===== config.mk =====
export PLATFORM = sky130hd
export DESIGN_NAME = pe_window_feeder
export DESIGN_NICKNAME = d
export VERILOG_FILES = /design/src/rtl/pe_window_feeder.sv
export SDC_FILE = /design/constraint.sdc
export NUM_CORES = 2
export LEC_CHECK = 0
export CAP_MARGIN = 5
export CORE_MARGIN = 10
export CORE_UTILIZATION = 55
export DETAILED_ROUTE_END_ITERATION = 6
export PLACE_DENSITY = 0.72
export SETUP_SLACK_MARGIN = 0.02
export SLEW_MARGIN = 20
export SYNTH_ARGS = -nofsm -noshare
export SYNTH_HDL_FRONTEND = slang
export SYNTH_SLANG_ARGS = --single-unit

===== constraint.sdc =====
create_clock -name clk -period 8.25 [get_ports clk]
set_input_delay 1.2375 -clock clk [delete_from_list [all_inputs] [get_ports clk]]
set_output_delay 1.2375 -clock clk [all_outputs]
set_load 0.01 [all_outputs]

===== src/rtl/pe_window_feeder.sv =====
// rtl/pe_window_feeder.sv - 5x5 sliding-window feeder for the PE operand port with result-valid tracking
module pe_window_feeder #(
  parameter int IMG_W  = 32,
  parameter int PE_LAT = 2
) (
  input  logic         clk,
  input  logic         rst,
  input  logic         start,
  input  logic         pix_valid,
  output logic         pix_ready,
  input  logic [7:0]   pix_data,
  output logic         win_valid,
  input  logic         win_ready,
  output logic [199:0] win_data,
  output logic         win_last,
  output logic         res_valid,
  output logic         res_last,
  output logic         busy,
  output logic         done
);

  localparam int CW = $clog2(IMG_W);
  localparam logic [CW-1:0] LAST = CW'(IMG_W - 1);
  localparam logic [CW-1:0] FOUR = CW'(4);

  localparam logic [1:0] S_IDLE  = 2'd0;
  localparam logic [1:0] S_FILL  = 2'd1;
  localparam logic [1:0] S_RUN   = 2'd2;
  localparam logic [1:0] S_DRAIN = 2'd3;

  logic [1:0]        state;
  logic [CW-1:0]     col;
  logic [CW-1:0]     row;
  logic [1:0]        wptr;
  logic              remaining;
  logic [PE_LAT-1:0] rv;
  logic [PE_LAT-1:0] rl;

  logic [7:0]   lb      [4][IMG_W];
  logic [7:0]   sh      [5][5];
  logic [7:0]   sh_next [5][5];
  logic [199:0] win_next;

  logic fire;
  logic accept;
  logic load;
  logic last_pix;

  assign fire      = win_valid & win_ready;
  assign pix_ready = ((state == S_FILL) || (state == S_RUN)) & remaining & (~win_valid | win_ready);
  assign accept    = pix_valid & pix_ready;
  assign last_pix  = (row == LAST) && (col == LAST);
  assign load      = accept && (row >= FOUR) && (col >= FOUR);

  assign busy      = (state != S_IDLE);
  assign res_valid = rv[PE_LAT-1];
  assign res_last  = rl[PE_LAT-1];
  assign done      = (state == S_DRAIN) & rl[PE_LAT-1];

  // wptr always points at the oldest buffered row, so wptr+r is row (row-4+r).
  always_comb begin
    for (int r = 0; r < 5; r++) begin
      for (int c = 0; c < 4; c++) begin
        sh_next[r][c] = sh[r][c+1];
      end
    end
    for (int r = 0; r < 4; r++) begin
      sh_next[r][4] = lb[wptr + r[1:0]][col];
    end
    sh_next[4][4] = pix_data;
  end

  always_comb begin
    win_next = '0;
    for (int r = 0; r < 5; r++) begin
      for (int c = 0; c < 5; c++) begin
        win_next[8*(5*r+c) +: 8] = sh_next[r][c];
      end
    end
  end

  // Buffer and shift window need no reset: nothing is read before it is rewritten.
  always_ff @(posedge clk) begin
    if (accept) begin
      lb[wptr][col] <= pix_data;
      sh <= sh_next;
    end
  end

  always_ff @(posedge clk or negedge rst) begin
    if (!rst) begin
      state     <= S_IDLE;
      col       <= '0;
      row       <= '0;
      wptr      <= '0;
      remaining <= 1'b0;
      win_valid <= 1'b0;
      win_data  <= '0;
      win_last  <= 1'b0;
      rv        <= '0;
      rl        <= '0;
    end else begin
      case (state)
        S_IDLE: begin
          if (start) begin
            state     <= S_FILL;
            col       <= '0;
            row       <= '0;
            wptr      <= '0;
            remaining <= 1'b1;
          end
        end
        S_FILL:  if (accept && (row == FOUR) && (col == FOUR)) state <= S_RUN;
        S_RUN:   if (fire && win_last) state <= S_DRAIN;
        default: if (rl[PE_LAT-1]) state <= S_IDLE;
      endcase

      if (accept) begin
        if (last_pix) remaining <= 1'b0;
        if (col == LAST) begin
          col  <= '0;
          row  <= (row == LAST) ? '0 : row + 1'b1;
          wptr <= wptr + 1'b1;
        end else begin
          col <= col + 1'b1;
        end
      end

      if (load) begin
        win_valid <= 1'b1;
        win_data  <= win_next;
        win_last  <= last_pix;
      end else if (fire) begin
        win_valid <= 1'b0;
        win_last  <= 1'b0;
      end

      // PE has a fixed latency and never stalls, so a delay line tracks results exactly.
      rv[0] <= fire;
      rl[0] <= fire & win_last;
      for (int i = 1; i < PE_LAT; i++) begin
        rv[i] <= rv[i-1];
        rl[i] <= rl[i-1];
      end
    end
  end

endmodule


# Yosys cells after proc, flatten, opt, wreduce, memory -nomap -nowiden
# Memory sizes are Yosys's and may differ from the RTL's.
# Cells that the tools add are included.
[classes] addsub=5 bitwise=9 n_eq_ne=10 n_reduce_logical=16 n_lt_le_gt_ge=4 div=0 n_mul=0 shift=0 muxes=41
[ops] cell="256-bit 2-to-1 mux" count=1
[ops] cell="8-bit binary-select mux with 5-bit select" count=4
[ops] cell="8-bit 2-to-1 mux" count=9
[ops] cell="5-bit 2-to-1 mux" count=9
[ops] cell="8-bit demux with 5-bit select" count=1
[ops] cell="2-bit 2-to-1 mux" count=8
[ops] cell="5-bit by 1-bit adder with 5-bit output, second input constant" count=2
[ops] cell="5-bit by 3-bit equality test with 1-bit output, second input constant" count=2
[ops] cell="5-bit equality test, second input constant" count=2
[ops] cell="5-bit by 3-bit greater-or-equal comparator with 1-bit output, second input constant" count=2
[ops] cell="1-bit 2-to-1 mux" count=8
[ops] cell="2-bit nonzero test" count=4
[ops] cell="1-bit logical AND" count=7
[ops] cell="1-bit AND" count=6
[ops] cell="6-bit greater-or-equal comparator, second input constant" count=1
[ops] cell="6-bit by 1-bit less-than comparator with 1-bit output, second input constant" count=1
[ops] cell="5-bit NOT with 6-bit output" count=1
[ops] cell="2-bit one-hot mux with 3 select lines" count=1
[ops] cell="2-bit adder, second input constant" count=2
[ops] cell="2-bit equality test, second input constant" count=2
[ops] cell="2-bit by 1-bit != test with 1-bit output, second input constant" count=2
[ops] cell="4-bit AND reduction" count=1
[ops] cell="4-bit nonzero test" count=1
[ops] cell="2-bit by 1-bit adder with 2-bit output, second input constant" count=1
[ops] cell="7 further kinds" count=7
[totals] output_inout_bits=207 reg_bits=381 input_bits=13 rom_bits=0 latchBits=0 wordCells=116 ram_bits=1024 memories=1
[memory_table] memory="lb" depth=4 word_bits=256 read_ports=4 rd_ports_with_merged_regs=0 write_ports=1 line="39" rtl="logic [7:0] lb [4][IMG_W];"

# Longest topological paths before layout
[depth] ltp_word=9 mapped_depth=21 mapped_depth_nobuf=10

# Least setup slack after synthesis
# OpenSTA, ideal clock, no wires.
[synth_path] path_type="input to register" startpoint="input win_ready" endpoint="memory lb[1][100] in the netlist's numbering, enable pin" slack_ps=14 setup_ps=332 cell_stages=8 t_required_ps=7918 n_path_buf=1 arrival_time_ps=7904 path_cell_list="nand2b_1 and2_1 nand2_1 inv_1 clkbuf_1 nand2_1 nor2_1 and2_1"
[synth_between] elab_chain_cells=5
[synth_lines] item="start, declared" line="13" rtl="input logic win_ready,"
[synth_lines] item="1-bit bitwise OR" line="50" rtl="assign pix_ready = ((state == S_FILL) || (state == S_RUN)) & remaining & (~win_valid | win_ready);"
[synth_lines] item="1-bit AND" line="50"
[synth_lines] item="net pix_ready" line="10" rtl="output logic pix_ready,"
[synth_lines] item="1-bit AND" line="51" rtl="assign accept = pix_valid & pix_ready;"
[synth_lines] item="1-bit 2-to-1 mux" line="84" rtl="if (accept) begin"
[synth_lines] item="256-bit 2-to-1 mux (not written as such)" line="85" rtl="lb[wptr][col] <= pix_data;"
[synth_lines] item="end, declared" line="39"
# The timed path passes the listed nets, and every way through them passes these cells.

==> key figures <==
Clocking
  • Clk_lat worst skew: roughly 850 ps
  • Setup Buffers After CTS: 0
  • Clk slew on worst S/H paths: around 60 ps
  • Cts hold-fix bufs: 0
  • CTS resizes: 0
  • Longest Clk Path Bufs: 3
  • Clock sink count: 1405
  • Root Driver: clkbuf_16
  • CTS tree: yes
  • H-tree depth: 4
  • CTS Buf Count: between 150 and 200

Logic synthesis
  • EDFF count, synth: ~1.2k
  • Top cells by area, synth: edfxtp_1, mux4_2, mux2i_1
  • Post-synth net total: about 5k
  • Yosys top cell area share: 0.454
  • Gate Count Post-Synth: ~5k
  • Post-Synthesis Mean Instance Area: around 15 sq um
  • Sequential share of the synthesized area: 0.525
  • Post-synth cell types: 72
  • Area leader, netlist: edfxtp_1
  • Post-synth ARST share: 0.157
  • Synth top cells by count: edfxtp_1, mux4_2, nand2_1
  • Syn Std Cell Area: just under 0.08 sq mm
  • Top FF cell, synth: edfxtp_1
  • Register bit total from synthesis: around 1.4k
  • Count leader, synth: edfxtp_1
  • Yosys Warn Count: 0

Cells and area
  • Multi-input logic area: between 0.03 and 0.04 sq mm
  • Register area: 0.0411 sq mm
  • Final net count: 5242
  • Fillers: 10.3k
  • Area delta synth->final: 11.5%
  • Layout cell share with drive strength beyond 1: 0.251

Detailed routing
  • Routed via count: roughly 55k
  • Drt total wl: 303000 microns
  • Antenna-violating nets left: 0
  • Drt wl/cell: 41.9 microns
  • Number of DRC markers in iteration 0: 9409
  • Via density: between 7 and 8
  • DRC: between 50 and 60
  • Drt pass-1 iters: 7

Worst setup path
  • Max stage delay on crit path: 970 ps
  • Slowest CP cell: mux2i_1
  • Reg-to-Reg End: win_data[73]
  • FF-to-FF path depth: 9
  • Worst R2R Start: wptr[1]
  • Delay-heaviest family, CP: multiplexers
  • Worst setup path category: register to register
  • Bufs and invs on worst path: 2
  • CP Max Fanout: 69
  • Critical Path, Cell by Cell: inv_1, ha_4, buf_12, mux4_2, mux2i_1, o32ai_1, nor3_2, nand3_1, mux2_2
  • Critical path required time: approximately 9000 ps
  • Critical path arrival: roughly 7000 ps
  • Crit start category: register
  • Crit. End Element: register
  • Reg2Reg Setup Slack: ~2000 ps

Timing
  • Final period util: 0.760
  • Setup_tns: 0 ps
  • Hold_ws: around 350 ps
  • # setup viols final: 0
  • Slew of the pin with the lowest slew margin: about 1500 ps
  • Post-route minimum period: ~6300 ps
  • Slew Limit Fails: 0
  • Worst clock skew: approximately 56 ps
  • RSZ-0062 raised after global routing: no
  • Fin. Hold Viols: 0
  • Rel. slew slack: 0.0283
  • Fmax: 159 MHz

Placed design
  • HPWL Detailed: between 200000 and 250000 microns
  • I/O Buffers: around 220
  • Gp weighted congestion: around 1.1

GRT
  • Initial antenna violation count: 29
  • First-pass GRT wire length: 417000 microns
  • Total congestion overflow: 0
  • Vias in the first global route: about 51k
  • Total GRT Usage: 0.377
  • Largest net degree at the start of global routing: 150

Min path
  • Worst hold path class: primary input to async pin

Floorplan
  • IO Count: 220
  • DIE WIDTH: 397 microns
  • Die area: 0.158 sq mm
  • Initial Utilization: 0.553
  • Die Span Y: roughly 400 microns
  • CORE AREA: roughly 0.14 sq mm
  • Num rows: roughly 140

Run status
  • Run status: finished, violations left
  • Violated checks: DRC

Pwr
  • Final Power: 20.8 mW
  • Leak: a little under 30 nW
  • IR drop worst, VDD: 0.192 mV
  • Power Dens Cells: between 200 and 250 mW/mm^2

Flow run
  • Maxcap violations: 0
[flip-flops by register name, indices dropped and copies added, names as in the netlist]
register / count
rl: 2
remaining: 1
win_valid: 1
win_data: 200
rv: 2
state: 2
row: 5
lb: 1024
wptr: 2
sh: 160
win_last: 1
col: 5
[stage by stage]
step,worst slack [ps],utilization,instances,area (sq um)
floorplan,2890,-,5123,78200
global placement,2780,0.578,6943,81800
detailed placement,2680,0.578,6944,81800
CTS,2620,0.616,7233,87100
global route,2190,0.617,7236,87200
finish,1980,0.617,7244,87200
[metal layers]
| layer | up-vias | global-route usage | wire length [microns] |
|---|---|---|---|
| met4 | 44 | 0.225 | 23500 |
| met1 | 28200 | 0.481 | 104000 |
| li1 | 21100 | - | - |
| met3 | 967 | 0.173 | 49100 |
| met2 | 4807 | 0.526 | 126000 |
| met5 | - | 0.0163 | 608 |
[worst max-delay path by stage]
stage	endpoint	depth (start not counted)	startpoint	slack [ps]
2_1_floorplan	lb[1][100]	8	win_ready	2890
3_3_place_gp	win_data[73]	9	wptr[1]	2780
3_5_place_dp	win_data[73]	9	wptr[1]	2680
4_1_cts	win_data[73]	9	wptr[1]	2620
5_1_grt	win_data[73]	9	wptr[1]	2190
6_report	win_data[73]	9	wptr[1]	1980
[worst register-to-register path, stage by stage, from the launching register on]
cell and delay (ps):
dfrtp_4 920, inv_1 360, ha_4 680, buf_12 440, mux4_2 680, mux2i_1 970
o32ai_1 290, nor3_2 780, nand3_1 590, mux2_2 460
[power breakdown]
part           internal (mW)  switching, mW  total, mW
combinational           1.28           3.65       4.93
sequential              8.28          0.342       8.62
clock                   4.10           3.14       7.24
[cell usage in the layout, fill, tap and decap left out, types with 14 or more instances in the layout]
cell and instances:
mux2_2 49, o22ai_1 225, nand2_1 696, a22oi_1 51
bufinv_16 14, dfrtp_1 217, buf_12 14, clkbuf_16 157
nor2_1 105, clkbuf_1 28, buf_4 151, a211oi_1 16
a22o_1 14, mux4_2 831, and2_1 149, o21ai_0 57
edfxtp_1 1184, nor4_1 22, ha_1 14, o22a_1 15
o221ai_1 39, a221oi_1 21, clkinv_1 16, nand3_1 50
a21oi_1 81, clkdlybuf4s50_1 210, nand4_1 14, clkinv_2 37
nor3_1 41, a31oi_1 31, mux2i_1 586
[layout make-up]
class,instances,area share
Sequential cell,1405,0.471
Multi-Input combinational cell,3260,0.399
Clock inverter,95,0.0138
Tap cell,1890,0.0271
Inverter,15,0.000860
Antenna cell,8,0.000229
Timing Repair Buffer,377,0.0406
Clock buffer,194,0.0477
[logic make-up (layout without fill, tap and decap cells)]
group                    Yosys count  after routing  share of synthesized area
AO/OA/AOI/OAI                    611            611                     0.0521
AND/OR/NAND/NOR                 1163           1163                     0.0666
multiplexers                    1468           1468                      0.322
XOR/XNOR                           2              2                   0.000224
adder cells (fa/ha/maj)           16             16                    0.00256
buffers and inverters            458            681                     0.0318
other                              0              8                          0
flip-flops                      1405           1405                      0.525
(Power assumes the default switching activity.)
